<file path="src/rtl/mosaic_pkg.sv">
`default_nettype none
// +----------------------------------------------------------------------+
// | Package   : mosaic_pkg                                                |
// | Purpose   : Shared widths, FSM/pattern/channel enums and the CFA      |
// |             channel-select helper for the remosaic datapath.          |
// | Revision  : 1.0 - initial release                                     |
// +----------------------------------------------------------------------+
package mosaic_pkg;

  localparam int ADDR_W = 16;
  localparam int PIX_W  = 8;
  localparam int H_W    = 8;
  localparam int W_W    = 9;

  typedef enum logic [1:0] {
    IDLE  = 2'd0,
    SCAN  = 2'd1,
    DRAIN = 2'd2,
    DONE  = 2'd3
  } state_e;

  typedef enum logic [1:0] {
    RGGB = 2'd0,
    GRBG = 2'd1,
    GBRG = 2'd2,
    BGGR = 2'd3
  } pattern_e;

  typedef enum logic [1:0] {
    CH_R = 2'd0,
    CH_G = 2'd1,
    CH_B = 2'd2
  } chan_e;

  // Off-diagonal sites of RGGB/BGGR and diagonal sites of GRBG/GBRG are green;
  // the remaining two sites of each 2x2 tile carry R and B.
  function automatic chan_e chan_sel(input pattern_e pat, input logic row_par,
                                     input logic col_par);
    chan_e ch;
    ch = CH_G;
    if (row_par == col_par) begin
      case (pat)
        RGGB:    ch = row_par ? CH_B : CH_R;
        BGGR:    ch = row_par ? CH_R : CH_B;
        default: ch = CH_G;
      endcase
    end else begin
      case (pat)
        GRBG:    ch = row_par ? CH_B : CH_R;
        GBRG:    ch = row_par ? CH_R : CH_B;
        default: ch = CH_G;
      endcase
    end
    return ch;
  endfunction

endpackage
`default_nettype wire

</file>
<file path="src/rtl/remosaic_if.sv">
`default_nettype none
// +----------------------------------------------------------------------+
// | Interface : remosaic_if                                               |
// | Purpose   : Start/config, channel-read and Bayer-write buses of the   |
// |             remosaic block. slave = the block, master = its driver.   |
// | Revision  : 1.0 - initial release                                     |
// +----------------------------------------------------------------------+
interface remosaic_if;
  import mosaic_pkg::*;

  logic              in_en;
  logic [H_W-1:0]    height;
  logic [W_W-1:0]    width;
  logic [1:0]        pattern;
  logic [ADDR_W-1:0] addr_r;
  logic [ADDR_W-1:0] addr_g;
  logic [ADDR_W-1:0] addr_b;
  logic [PIX_W-1:0]  rdata_r;
  logic [PIX_W-1:0]  rdata_g;
  logic [PIX_W-1:0]  rdata_b;
  logic              wr_bayer;
  logic [ADDR_W-1:0] addr_bayer;
  logic [PIX_W-1:0]  wdata_bayer;
  logic              busy;
  logic              done;

  modport slave (
    input  in_en, height, width, pattern, rdata_r, rdata_g, rdata_b,
    output addr_r, addr_g, addr_b, wr_bayer, addr_bayer, wdata_bayer, busy, done
  );

  modport master (
    output in_en, height, width, pattern, rdata_r, rdata_g, rdata_b,
    input  addr_r, addr_g, addr_b, wr_bayer, addr_bayer, wdata_bayer, busy, done
  );

endinterface
`default_nettype wire

</file>
<file path="src/rtl/remosaic_addr_gen.sv">
`default_nettype none
// +----------------------------------------------------------------------+
// | Module    : remosaic_addr_gen                                         |
// | Purpose   : Row/column/linear pixel counters with raster wrap and a   |
// |             last-pixel flag. Linear address is a plain incrementer.   |
// | Revision  : 1.0 - initial release                                     |
// +----------------------------------------------------------------------+
module remosaic_addr_gen
  import mosaic_pkg::*;
(
  input  logic              clk,
  input  logic              reset,
  input  logic              clear_i,
  input  logic              adv_i,
  input  logic [H_W-1:0]    height_i,
  input  logic [W_W-1:0]    width_i,
  output logic              row_par_o,
  output logic              col_par_o,
  output logic [ADDR_W-1:0] addr_o,
  output logic              last_o
);

  logic [H_W-1:0]    row_q, row_d;
  logic [W_W-1:0]    col_q, col_d;
  logic [ADDR_W-1:0] addr_q, addr_d;
  logic [H_W-1:0]    w_row_max;
  logic [W_W-1:0]    w_col_max;
  logic              w_col_last;

  assign w_row_max  = height_i - 8'd1;
  assign w_col_max  = width_i - 9'd1;
  assign w_col_last = (col_q == w_col_max);

  assign row_par_o = row_q[0];
  assign col_par_o = col_q[0];
  assign addr_o    = addr_q;
  assign last_o    = w_col_last && (row_q == w_row_max);

  // Next-state: clear on frame start, raster-advance one pixel when enabled.
  always_comb begin
    row_d  = row_q;
    col_d  = col_q;
    addr_d = addr_q;
    if (clear_i) begin
      row_d  = '0;
      col_d  = '0;
      addr_d = '0;
    end else if (adv_i) begin
      addr_d = addr_q + 16'd1;
      if (w_col_last) begin
        col_d = '0;
        row_d = row_q + 8'd1;
      end else begin
        col_d = col_q + 9'd1;
      end
    end
  end

  // Counter registers.
  always_ff @(posedge clk or posedge reset) begin
    if (reset) begin
      row_q  <= '0;
      col_q  <= '0;
      addr_q <= '0;
    end else begin
      row_q  <= row_d;
      col_q  <= col_d;
      addr_q <= addr_d;
    end
  end

endmodule
`default_nettype wire

</file>
<file path="src/rtl/remosaic.sv">
`default_nettype none
// +----------------------------------------------------------------------+
// | Module    : remosaic                                                  |
// | Purpose   : Re-mosaics full-resolution R/G/B channel buffers into a   |
// |             single-plane Bayer image, one pixel per cycle.            |
// | Options   : REMOSAIC_CHECKSUM_EN adds a modulo-2^16 sum of all        |
// |             written pixels on the checksum port.                      |
// | Revision  : 1.0 - initial release                                     |
// +----------------------------------------------------------------------+
module remosaic
  import mosaic_pkg::*;
(
  input  logic        clk,
  input  logic        reset,
  remosaic_if.slave   bus
`ifdef REMOSAIC_CHECKSUM_EN
  ,
  output logic [15:0] checksum
`endif
);

  state_e            state_q, state_d;
  logic [H_W-1:0]    height_q;
  logic [W_W-1:0]    width_q;
  pattern_e          pattern_q;
  logic              wr_q;
  logic [ADDR_W-1:0] waddr_q;
  logic [PIX_W-1:0]  wdata_q;

  logic              w_start;
  logic              w_adv;
  logic              w_row_par;
  logic              w_col_par;
  logic              w_last;
  logic [ADDR_W-1:0] w_addr;
  chan_e             w_sel;
  logic [PIX_W-1:0]  w_pix;

  assign w_start = (state_q == IDLE) && bus.in_en;
  assign w_adv   = (state_q == SCAN) && !w_last;

  remosaic_addr_gen u_addr_gen (
    .clk       (clk),
    .reset     (reset),
    .clear_i   (w_start),
    .adv_i     (w_adv),
    .height_i  (height_q),
    .width_i   (width_q),
    .row_par_o (w_row_par),
    .col_par_o (w_col_par),
    .addr_o    (w_addr),
    .last_o    (w_last)
  );

  // FSM state register.
  always_ff @(posedge clk or posedge reset) begin
    if (reset) state_q <= IDLE;
    else       state_q <= state_d;
  end

  // FSM next state; an empty frame skips straight to DONE.
  always_comb begin
    state_d = state_q;
    case (state_q)
      IDLE: begin
        if (bus.in_en) begin
          if ((bus.height == '0) || (bus.width == '0)) state_d = DONE;
          else                                         state_d = SCAN;
        end
      end
      SCAN:    if (w_last) state_d = DRAIN;
      DRAIN:   state_d = DONE;
      DONE:    state_d = IDLE;
      default: state_d = IDLE;
    endcase
  end

  // Frame geometry and CFA order are captured once per start.
  always_ff @(posedge clk or posedge reset) begin
    if (reset) begin
      height_q  <= '0;
      width_q   <= '0;
      pattern_q <= RGGB;
    end else if (w_start) begin
      height_q  <= bus.height;
      width_q   <= bus.width;
      pattern_q <= pattern_e'(bus.pattern);
    end
  end

  // Pick the channel that owns the current Bayer site.
  always_comb begin
    w_sel = chan_sel(pattern_q, w_row_par, w_col_par);
    case (w_sel)
      CH_R:    w_pix = bus.rdata_r;
      CH_B:    w_pix = bus.rdata_b;
      default: w_pix = bus.rdata_g;
    endcase
  end

  // Write port registers: every SCAN cycle becomes one write next cycle.
  always_ff @(posedge clk or posedge reset) begin
    if (reset) begin
      wr_q    <= 1'b0;
      waddr_q <= '0;
      wdata_q <= '0;
    end else begin
      wr_q <= (state_q == SCAN);
      if (state_q == SCAN) begin
        waddr_q <= w_addr;
        wdata_q <= w_pix;
      end
    end
  end

`ifdef REMOSAIC_CHECKSUM_EN
  logic [15:0] checksum_q;

  // Running sum of presented writes; settles by the DONE cycle.
  always_ff @(posedge clk or posedge reset) begin
    if (reset)        checksum_q <= '0;
    else if (w_start) checksum_q <= '0;
    else if (wr_q)    checksum_q <= checksum_q + 16'(wdata_q);
  end

  assign checksum = checksum_q;
`endif

  assign bus.addr_r      = w_addr;
  assign bus.addr_g      = w_addr;
  assign bus.addr_b      = w_addr;
  assign bus.wr_bayer    = wr_q;
  assign bus.addr_bayer  = waddr_q;
  assign bus.wdata_bayer = wdata_q;
  assign bus.busy        = (state_q != IDLE);
  assign bus.done        = (state_q == DONE);

endmodule
`default_nettype wire

</file>
<file path="src/flat_wrapper.sv">
// flat-port wrapper written by rule: the top's interface ports become plain ports
module remosaic_flat import mosaic_pkg::*;
  (clk, reset, bus_in_en, bus_height, bus_width, bus_pattern, bus_rdata_r, bus_rdata_g, bus_rdata_b, bus_addr_r, bus_addr_g, bus_addr_b, bus_wr_bayer, bus_addr_bayer, bus_wdata_bayer, bus_busy, bus_done);
  remosaic_if bus_i ();
  input  logic clk;
  input  logic reset;
  input wire logic [$bits(bus_i.in_en)-1:0] bus_in_en;
  input wire logic [$bits(bus_i.height)-1:0] bus_height;
  input wire logic [$bits(bus_i.width)-1:0] bus_width;
  input wire logic [$bits(bus_i.pattern)-1:0] bus_pattern;
  input wire logic [$bits(bus_i.rdata_r)-1:0] bus_rdata_r;
  input wire logic [$bits(bus_i.rdata_g)-1:0] bus_rdata_g;
  input wire logic [$bits(bus_i.rdata_b)-1:0] bus_rdata_b;
  output wire logic [$bits(bus_i.addr_r)-1:0] bus_addr_r;
  output wire logic [$bits(bus_i.addr_g)-1:0] bus_addr_g;
  output wire logic [$bits(bus_i.addr_b)-1:0] bus_addr_b;
  output wire logic [$bits(bus_i.wr_bayer)-1:0] bus_wr_bayer;
  output wire logic [$bits(bus_i.addr_bayer)-1:0] bus_addr_bayer;
  output wire logic [$bits(bus_i.wdata_bayer)-1:0] bus_wdata_bayer;
  output wire logic [$bits(bus_i.busy)-1:0] bus_busy;
  output wire logic [$bits(bus_i.done)-1:0] bus_done;
  assign bus_i.in_en = bus_in_en;
  assign bus_i.height = bus_height;
  assign bus_i.width = bus_width;
  assign bus_i.pattern = bus_pattern;
  assign bus_i.rdata_r = bus_rdata_r;
  assign bus_i.rdata_g = bus_rdata_g;
  assign bus_i.rdata_b = bus_rdata_b;
  assign bus_addr_r = bus_i.addr_r;
  assign bus_addr_g = bus_i.addr_g;
  assign bus_addr_b = bus_i.addr_b;
  assign bus_wr_bayer = bus_i.wr_bayer;
  assign bus_addr_bayer = bus_i.addr_bayer;
  assign bus_wdata_bayer = bus_i.wdata_bayer;
  assign bus_busy = bus_i.busy;
  assign bus_done = bus_i.done;
  remosaic u_core (.clk(clk), .reset(reset), .bus(bus_i));
endmodule
</file>
<file path="config.mk">
export PLATFORM = sky130hd
export DESIGN_NAME = remosaic_flat
export DESIGN_NICKNAME = d
export VERILOG_FILES = /design/src/rtl/mosaic_pkg.sv /design/src/rtl/remosaic_if.sv /design/src/rtl/remosaic_addr_gen.sv /design/src/rtl/remosaic.sv /design/src/flat_wrapper.sv
export SDC_FILE = /design/constraint.sdc
export NUM_CORES = 1
export LEC_CHECK = 0
export CAP_MARGIN = 25
export CORE_UTILIZATION = 35
export CTS_CLUSTER_SIZE = 16
export DETAILED_ROUTE_END_ITERATION = 7
export DONT_BUFFER_PORTS = 1
export SLEW_MARGIN = 20
export SYNTH_ARGS = -nofsm -noshare
export SYNTH_HDL_FRONTEND = slang
export SYNTH_HIERARCHICAL = 1
export SYNTH_SLANG_ARGS = --single-unit
</file>
<file path="constraint.sdc">
create_clock -name clk -period 8.5 [get_ports clk]
set_input_delay 2.55 -clock clk [delete_from_list [all_inputs] [get_ports clk]]
set_output_delay 2.55 -clock clk [all_outputs]
set_load 0.1 [all_outputs]
</file>
Word-level counts from Yosys, hierarchy flattened. Cells that the tools add are included.

Bits in writable memories: 0. Register bits after elaboration: 79. Bits of input ports: 46. Latch bits: 0. Memories: 0. Output and inout bits: 75. Memory bits (read-only): 0.

Reduce and logical (&&, ||, !) cells: 15. Mux-type cells: 18. Divide/modulo/power cells: 0. Bitwise gates (word level): 0. Magnitude comparators: 0. Equal/unequal tests: 12. $add $sub $neg: 5. Shifts and indexed selects: 0. $mul: 0.

Operators by type and width (number): two-way mux 16 bit (2); two-way mux 9 bit (3); two-way mux 8 bit (3); adder 16 x 1 -> 16 bit, second input constant (1); case mux 8 bit (2 select lines) (1); two-way mux 2 bit (6); equality test 2 bit, second input constant (5); adder 9 x 1 -> 9 bit, second input constant (1); equality test 9 bit (1); logical NOT 9 bit (1); subtractor 9 x 1 -> 9 bit, second input constant (1); adder 8 x 1 -> 8 bit, second input constant (1); equality test 8 bit (1); logical NOT 8 bit (1); case mux 2 bit (2 select lines) (2); case mux 2 bit (4 select lines) (1); subtractor 8 x 1 -> 8 bit, second input constant (1); logical NOT 2 bit (3); nonzero test 2 bit (3); equality test 2 x 1 -> 1 bit, second input constant (2); AND reduction 2 bit (2); logical AND 1 bit (3); inequality test 2 x 1 -> 1 bit, second input constant (1); inequality test 2 bit, second input constant (1); 3 further kinds (3).

Longest topological paths before layout. Gate-level depths: netlist of run 1.

Depth after elaboration: 7. Gate-level depth with buffers: 15. Mapped depth without buffers: 14.

Modules after synthesis. The synthesis of run 1 kept the hierarchy.

Modules (own cells, without submodules): remosaic (instances 1, area an instance 2342.2 µm², cells an instance 189); remosaic_addr_gen (instances 1, area an instance 2175.8 µm², cells an instance 241).

Worst setup path before layout of run 1. OpenSTA, ideal clock, no wires.

Path kind: in2reg. From: in bus_in_en. To: reg u_core.u_addr_gen.addr_q[13], in the netlist u_core/u_addr_gen/addr_o[13]. Setup slack: 4359 ps. Setup time: 74 ps. Stages on the path: 9. Buffers on the path: 1. Data required time: 8426 ps. Data arrival time: 4067 ps. Cells stage by stage: nand2_1 buf_2 inv_1 nor2_1 nor3_1 and2_1 nand3_1 xor2_1 nor2_1.

Longest elaborated chain between the ends: 2. Elaborated cells on any way between the ends: 3. Classes of those cells: 1 x mux; 2 x reduce/logical.

Ends and longest elaborated chain: start, declared (line flat_wrapper.sv:7) `input wire logic [$bits(bus_i.in_en)-1:0] bus_in_en;`; logical AND 1 bit * (line remosaic.sv:39) `assign w_start = (state_q == IDLE) && bus.in_en;`; via u_core.w_start (line remosaic.sv:30) `logic w_start;`; two-way mux 16 bit / nonzero test 2 bit (equally long branches); end signal, assigned (line remosaic_addr_gen.sv:68) `addr_q <= addr_d;`; end, declared (line remosaic_addr_gen.sv:25) `logic [ADDR_W-1:0] addr_q, addr_d;`.

The timed path passes the listed nets; every way through them passes the cells marked *. A chain may end at the register's enable or synchronous reset.

Worst setup path after layout of run 1. Same ends and word-level chain as after synthesis.

==> results of run 1 <==
[path summary, 6_finish.rpt]
check                                               end  slack, ps              start  cells after the start
min                                   u_core/width_q[8]        550  u_core/width_q[8]                      1
max                        u_core/u_addr_gen/addr_o[13]       4150          bus_in_en                      9
max reg2reg                u_core/u_addr_gen/addr_o[10]       4690  u_core/width_q[0]                     15
max in group asynchronous            u_core/height_q[2]       5730              reset                      1
min in group asynchronous   u_core/u_addr_gen/addr_o[5]       2200              reset                      2
min reg2reg                           u_core/width_q[8]        550  u_core/width_q[8]                      1
[final cells by class]
cell class / count / area share
tap: 172 / 0.0440
inverter: 17 / 0.0133
multi-input combinational: 290 / 0.446
clock buffer: 13 / 0.0533
timing repair buffer: 16 / 0.0246
sequential: 79 / 0.410
clock inverter: 3 / 0.00870
[state kept, by name (all words and copies together) (netlist names)]
register,count
u_core/u_addr_gen/addr_o,16
u_core/u_addr_gen/col_q,9
u_core/bus.wdata_bayer,8
u_core/height_q,8
u_core/bus.wr_bayer,1
u_core/u_addr_gen/row_q,8
u_core/pattern_q,2
u_core/state_q,2
u_core/width_q,9
u_core/bus.addr_bayer,16
[placed cells by master, fill, tap and decap left out, types with 13 or more instances in the layout]
master    n
dfrtp_2  13
mux2_2   33
inv_1    15
nor2_1   48
xor2_1   24
dfrtp_1  63
o21ai_0  19
xnor2_1  17
buf_4    16
ha_1     13
nand2_1  20
[logic make-up after synthesis]
logic type                 after synthesis
and+or+nand+nor                        130
xor gates and xnor gates                42
buffers and inverters                   61
muxes                                   44
DFF                                     79
adders and majority gates               14
AOI/OAI and AO/OA                       60
[routing by layer]
layer,track usage,vias up,wire length (um)
li1,-,1449,-
met1,0.177,1523,4130
met2,0.256,89,4650
met3,0.0445,12,606
met4,0.0462,0,113
met5,0,-,0
[metrics by stage]
stage          utilization  std cells  instance area, um^2  worst slack (ps)  power, mW
6_report             0.387        590                 4890              4150      0.798
5_1_grt              0.387        590                 4890              3900      0.825
4_1_cts              0.387        590                 4880              4110      0.810
3_5_place_dp         0.363        574                 4580              3770      0.415
3_3_place_gp         0.363        574                 4580              3870      0.415
2_1_floorplan            -        430                 4520              4360      0.411
[where the power goes]
group / internal [mW] / switching [mW]
Combinational: 0.00439 / 0.00944
Clock: 0.243 / 0.148
Sequential: 0.378 / 0.0161
[worst register-to-register path: cells and delay by family (launching register included)]
| family | cells | cell delay [ps] |
|---|---|---|
| simple gates | 10 | 2200 |
| flops | 1 | 450 |
| compound gates | 1 | 380 |
| buf+inv | 2 | 300 |
| xor+xnor | 1 | 200 |
| fa+ha+maj | 1 | 160 |
==> metrics, run 1 <==
status=finished clean; Pre-antenna DRT Iters=4; slew margin rel.=0.361; Hold Path Class=reg2reg; post-cts resize count=0; WL per Instance=16.1 um; Adder-Cell Fraction of Synth Area=0.0388; area leader, netlist=dfrtp_1; sequential area share after synthesis=0.438; detailed placer's ending HPWL=6870 um; crit-path max FO=35; fraction of registers with async set/reset=1.00; grt total ovfl=0; simple logic cell fraction of the synthesized area=0.145; Pins Over Slew Limit=0; Hold Fails Final Rpt=0; Seq cells post-synth=79; drc violations=0; clk_lat worst skew=340 ps; Clock transition at path regs=60 ps; largest net degree at the start of global routing=47; Placer Congestion=0.756; first-pass GRT wire length=15200 um; average cell area after synthesis=10.5 um^2; Clock Sinks=79; PD cells=163 nW/um^2; Die Ht=116 um; Routed Antenna Nets=0; Clock Tree Buf Depth=2; Post-synth top flop=dfrtp_1; clock root cell=clkbuf_16; top-count cell post-synth=dfrtp_1; Crit Path Class=in2reg; syn_nets=490; initial antenna violation count=0; H-Tree Depth=3; Post-Synthesis Cells=430; setup TNS=0 ps; Initial Util=0.358; Buf/Inv on CP=2; synth unique cells=61; max-capacitance violation count=0; area taken by multi-input logic gates=2180 um^2; port bufs=0; post-synthesis mux area share=0.118; global-route usage over all layers=0.148; EDFF count, synth=0; most frequent CP cell=nor2_1; Worst Max-Slew Pin Slew=960 ps; Area contributors post-synth=dfrtp_1 44%, mux2_2 8.2%, buf_4 5.5%; Vias=3073; area share of the largest cell type after synthesis=0.438; CP startpoint kind=input port; Area Growth Syn to Fin=8.17%; via density per instance=5.21; Crit. End Element=flop; register area=2000 um^2; CP Data Required Time=8760 ps; Routed WL=9500 um; crit-path max cell delay=410 ps; top cells by count, synth=79 x dfrtp_1, 48 x nor2_1, 33 x buf_4, 33 x mux2_2, 24 x xor2_1; # rows=41; Critical Path, Cell by Cell=nand2_1 > inv_1 > buf_4 > nor2_1 > nor3_1 > and2_1 > nand3_1 > xor2_1 > nor2_1; Fillers=1276; Num CTS Buffers=9; Setup Viol. Count Final=0; cts hold-fix bufs=0; Initial DRC Count=110; unrepaired setup endpoints after global routing=false; WHS=554 ps; WP data arrival=4610 ps; Max Freq=230 MHz; core area=12600 um^2; Max VDD drop=137 uV; period utilisation layout=0.512; number of global-route vias before repair=3132; XOR/XNOR Fraction of Synth Area=0.0847; crit path time final=4350 ps; Cell Area, Synth=4520 um^2; Compound-Gate Fraction of Synth Area=0.0950; largest family of logic cells by synthesized area=simple AND/OR/NAND/NOR gates; final setup skew=6.85 ps; number of I/O pins=121; Slowest-stage cell, CP=nand2_1; share of cells above drive strength 1=0.246; chip width=116 um; die area=13400 um^2; Ys Warns=6; LEAKAGE=2.17 nW; ANT cells=0; delay-heaviest family, CP=simple AND/OR/NAND/NOR gates; CTS tree=built; post-CTS setup buffers=0; nets@finish=473
(Power assumes the default switching activity.)
==> inputs of run 2 (changes only) <==
Clock period 8.5 ns to 4 ns, I/O delays scaled along.
==> run 2 against run 1 <==
First-iteration DRC count is 1.8% higher. Critical path depth is 5 higher. Cell area is 0.61% higher. Die area stayed put.
==> metrics, run 2 (synthesis results as in run 1) <==
post-CTS setup buffers=0 (unchanged); initial antenna violation count=0 (unchanged); reg2reg setup slack=420 ps (was 4690 ps); period utilisation layout=0.894; Worst Reg-to-Reg Cells=14 (was 15); Clock Sinks=79 (unchanged); LEAKAGE=2.18 nW (was 2.17 nW); Max Freq=279 MHz; crit path time final=3580 ps; global-route usage over all layers=0.150 (was 0.148); ANT cells=0 (unchanged); port bufs=0 (unchanged); most frequent cells in the layout=63 x dfrtp_1, 48 x nor2_1, 33 x mux2_2 (unchanged); Hold Fails Final Rpt=0 (unchanged); clk_lat worst skew=330 ps (was 340 ps); WP data arrival=3790 ps (was 4610 ps); die area=13400 um^2 (unchanged); Pre-antenna DRT Iters=4 (unchanged); Area Growth Syn to Fin=8.83% (was 8.17%); PD cells=349 nW/um^2 (was 163 nW/um^2); Crit Path Class=reg2reg (was in2reg); max-capacitance violation count=0 (unchanged); detailed placer's ending HPWL=6890 um (was 6870 um); H-Tree Depth=3 (unchanged); most common library cell in the layout ignoring fill and taps=dfrtp_1 (unchanged); CP startpoint kind=flop (was input port); slew margin rel.=0.363 (was 0.361); worst setup margin=422 ps (was 4150 ps); fin util=0.390 (was 0.387); # rows=41 (unchanged); Placer Congestion=0.800 (was 0.756); Setup Viol. Count Final=0 (unchanged); Clock transition at path regs=60 ps (about the same); WL per Instance=15.9 um (was 16.1 um); Num CTS Buffers=9 (unchanged); setup TNS=0 ps (unchanged); Hold Path Class=reg2reg (unchanged); WHS=554 ps (about the same); crit-path max FO=12 (was 35); final setup skew=7.16 ps (was 6.85 ps); CP Data Required Time=4220 ps (was 8760 ps); Pins Over Slew Limit=0 (unchanged); status=finished clean (unchanged); hold path cells=1 (unchanged); core area=12600 um^2 (unchanged); area taken by multi-input logic gates=2180 um^2 (about the same); cts hold-fix bufs=0 (unchanged); clock root cell=clkbuf_16 (unchanged); Vias=3043 (was 3073); drc violations=0 (unchanged); first-pass GRT wire length=15400 um (was 15200 um); Routed WL=9390 um (was 9500 um); number of I/O pins=121 (unchanged); Fillers=1273 (was 1276); post-cts resize count=0 (unchanged); via density per instance=5.14 (was 5.21); unrepaired setup endpoints after global routing=false (unchanged); chip width=116 um (unchanged); Die Ht=116 um (unchanged); Clock Tree Buf Depth=2 (unchanged); register area=2000 um^2 (unchanged); Routed Antenna Nets=0 (unchanged); share of cells above drive strength 1=0.243 (was 0.246); largest net degree at the start of global routing=47 (unchanged); nets@finish=475 (was 473); Max VDD drop=298 uV (was 137 uV); Crit. End Element=flop (unchanged); Initial DRC Count=112 (was 110); CTS tree=built (unchanged); Initial Util=0.358 (unchanged); Place WS=450 ps (was 3770 ps); number of global-route vias before repair=3103 (was 3132); grt total ovfl=0 (unchanged); Worst Max-Slew Pin Slew=958 ps (was 960 ps)
## run 2: cell types whose count changed in the layout (fill, tap and decap cells not counted), sizes merged
cell / delta
clkinv: -1
bufinv: +1
buf: +2
## run 2: worst paths after layout
kind	startpoint	to
min in group asynchronous	reset	u_core/u_addr_gen/addr_o[3]
worst max register to register	u_core/width_q[0]	u_core/u_addr_gen/col_q[5]
worst min register to register	u_core/width_q[8]	u_core/width_q[8]
worst min-delay path	u_core/width_q[8]	u_core/width_q[8]
max in group asynchronous	reset	u_core/width_q[4]
worst max-delay path	u_core/width_q[0]	u_core/u_addr_gen/col_q[5]
## run 2: where the power goes
group	switching [mW]	internal [mW]	leakage [nW]
Combinational	0.0197	0.00933	1.09
Sequential	0.0342	0.803	0.941
Clock	0.305	0.547	0.144
Total	0.359	1.36	2.18
## run 2: final cells by class
cell class	instances	area share
Multi-Input combinational cell	290	0.443
Sequential cell	79	0.408
Clock buffer	13	0.0489
Tap cell	172	0.0438
Timing Repair Buffer	18	0.0300
Clock inverter	3	0.0137
Inverter	17	0.0132
## run 2: critical path: stages (launching register included)
cell,delay (ps)
dfrtp_1,430
inv_1,90
ha_1,160
nor3b_4,280
nand2_2,90
or4_4,520
a211o_1,370
nor4_1,410
nor2_1,80
buf_4,190
or2_2,300
and3_1,210
nand4_1,100
xor2_1,160
nor2_1,50
## run 2: per-layer routing
metal  vias up  track usage  routed length [um]
li1       1443            -                   -
met1      1495        0.190                4120
met2        96        0.247                4550
met3         9       0.0445                 599
met4         0       0.0487                 110
met5         -            0                   0
## run 2: stage by stage
step	cell area, um^2	power, mW	instances
3_5_place_dp	4610	0.882	576
3_3_place_gp	4610	0.881	576
4_1_cts	4920	1.76	592
2_1_floorplan	4520	0.873	430
5_1_grt	4920	1.79	592
6_report	4920	1.72	592
==> inputs of run 3 (changes only) <==
Settings changed: SLEW_MARGIN 20 to 10.
==> run 3 against run 2 <==
Sequential power about the same. Via count about the same. Largest cell class unchanged. Register-to-register slack about the same. Highest routed layer unchanged.
==> metrics, run 3 (synthesis results as in run 1) <==
Pre-antenna DRT Iters=4 (unchanged); fin area=4940 um^2 (was 4920 um^2); core area=12600 um^2 (unchanged); post-cts resize count=0 (unchanged); unrepaired setup endpoints after global routing=false (unchanged); die area=13400 um^2 (unchanged); Clock Tree Buf Depth=2 (unchanged); CTS tree=built (unchanged); Clock Sinks=79 (unchanged); final setup skew=7.09 ps (was 7.16 ps); Routed Antenna Nets=0 (unchanged); LEAKAGE=2.19 nW (was 2.18 nW); PD cells=349 nW/um^2 (about the same); max-capacitance violation count=0 (unchanged); placed cell areas=4610 um^2 (unchanged); H-Tree Depth=3 (unchanged); crit path time final=3580 ps (about the same); Initial DRC Count=104 (was 112); Placer Congestion=0.800 (unchanged); # rows=41 (unchanged); share of cells above drive strength 1=0.245 (was 0.243); reg-to-reg endpoint=u_core/u_addr_gen/col_q[5] (unchanged); status=finished clean (unchanged); Max Freq=279 MHz (about the same); port bufs=0 (unchanged); WL per Instance=15.9 um (about the same); Fillers=1271 (was 1273); period utilisation layout=0.896 (was 0.894); nets@finish=476 (was 475); first-pass GRT wire length=15400 um (unchanged); CP startpoint kind=flop (unchanged); Worst Max-Slew Pin Slew=958 ps (unchanged); chip width=116 um (unchanged); number of global-route vias before repair=3103 (unchanged); Crit Reg-Reg Startpoint=u_core/width_q[0] (unchanged); largest net degree at the start of global routing=47 (unchanged); WHS=553 ps (was 554 ps); clk_lat worst skew=330 ps (about the same); Max VDD drop=298 uV (about the same); Die Ht=116 um (unchanged); grt total ovfl=0 (unchanged); drc violations=0 (unchanged); clock root cell=clkbuf_16 (unchanged); Worst Reg-to-Reg Cells=14 (unchanged); Crit Path Class=reg2reg (unchanged); post-CTS setup buffers=0 (unchanged); Num CTS Buffers=9 (unchanged); Vias=3045 (was 3043); number of I/O pins=121 (unchanged); detailed placer's ending HPWL=6890 um (unchanged); Hold Fails Final Rpt=0 (unchanged); most frequent cells in the layout=63 x dfrtp_1, 48 x nor2_1, 33 x mux2_2 (unchanged); Routed WL=9430 um (was 9390 um); Clock transition at path regs=60 ps (about the same); CP startpoint=u_core/width_q[0] (unchanged); total power=1.72 mW (about the same); CP Data Required Time=4220 ps (about the same); most common library cell in the layout ignoring fill and taps=dfrtp_1 (unchanged); slew margin rel.=0.363 (unchanged); Pins Over Slew Limit=0 (unchanged); Hold Path Class=reg2reg (unchanged); global-route usage over all layers=0.150 (unchanged); initial antenna violation count=0 (unchanged); reg2reg setup slack=420 ps (about the same); via density per instance=5.13 (was 5.14); critical path endpoint=u_core/u_addr_gen/col_q[5] (unchanged); Setup Viol. Count Final=0 (unchanged); crit-path max FO=12 (unchanged); Area Growth Syn to Fin=9.25% (was 8.83%); Crit. End Element=flop (unchanged); WP data arrival=3800 ps (was 3790 ps); cts hold-fix bufs=0 (unchanged); setup TNS=0 ps (unchanged); Initial Util=0.358 (unchanged); ANT cells=0 (unchanged)
[run 3: cell count changes in the layout (fill, tap and decap cells not counted)]
cell      change
buf_12        +1
clkinv_2      -1
inv_2         +1
[run 3: worst min path at each step]
stage | cells after the start | to | from | slack [ps]
finish | 1 | u_core/width_q[8] | u_core/width_q[8] | 550
global route | 1 | u_core/width_q[8] | u_core/width_q[8] | 560
CTS | 1 | u_core/width_q[8] | u_core/width_q[8] | 560
detailed placement | 1 | u_core/width_q[8] | u_core/width_q[8] | 530
global placement | 1 | u_core/height_q[6] | u_core/height_q[6] | 530
floorplan | 1 | u_core/height_q[6] | u_core/height_q[6] | 500
[run 3: routing by layer]
layer / wire length (um) / GRT usage / share of wire / vias to the layer above
met2: 4560 / 0.247 / 0.48 / 92
met1: 4160 / 0.190 / 0.44 / 1496
met5: 0 / 0 / 0 / -
li1: - / - / - / 1448
met3: 603 / 0.0445 / 0.064 / 9
met4: 110 / 0.0487 / 0.012 / 0
[run 3: power by group]
part / leakage, nW / internal, mW / total (mW) / switching, mW
clock network: 0.144 / 0.547 / 0.853 / 0.306
registers: 0.941 / 0.803 / 0.837 / 0.0342
logic: 1.10 / 0.0113 / 0.0317 / 0.0204
total: 2.19 / 1.36 / 1.72 / 0.360
[run 3: area by class of cell]
type                    count  area [um^2]  share of cell area
clock buffers              13          240              0.0487
clock inverters             3         67.6              0.0137
inverters                  17         63.8              0.0129
multi-input cells         290         2180               0.441
flip-flops and latches     79         2000               0.406
well taps                 172          215              0.0436
repair buffers             19          168              0.0340
[run 3: critical path, cell delays in order (launching register included)]
cell	delay, ps
dfrtp_1	430
inv_1	90
ha_1	160
nor3b_4	280
nand2_2	90
or4_4	520
a211o_1	390
nor4_1	400
nor2_1	80
buf_4	190
or2_2	300
and3_1	210
nand4_1	100
xor2_1	160
nor2_1	50
[run 3: metrics by stage]
step	instances	utilization	setup slack, ps
floorplan	430	-	657
global placement	576	0.365	537
detailed placement	576	0.365	450
CTS	592	0.390	422
global route	593	0.391	205
finish	593	0.391	416
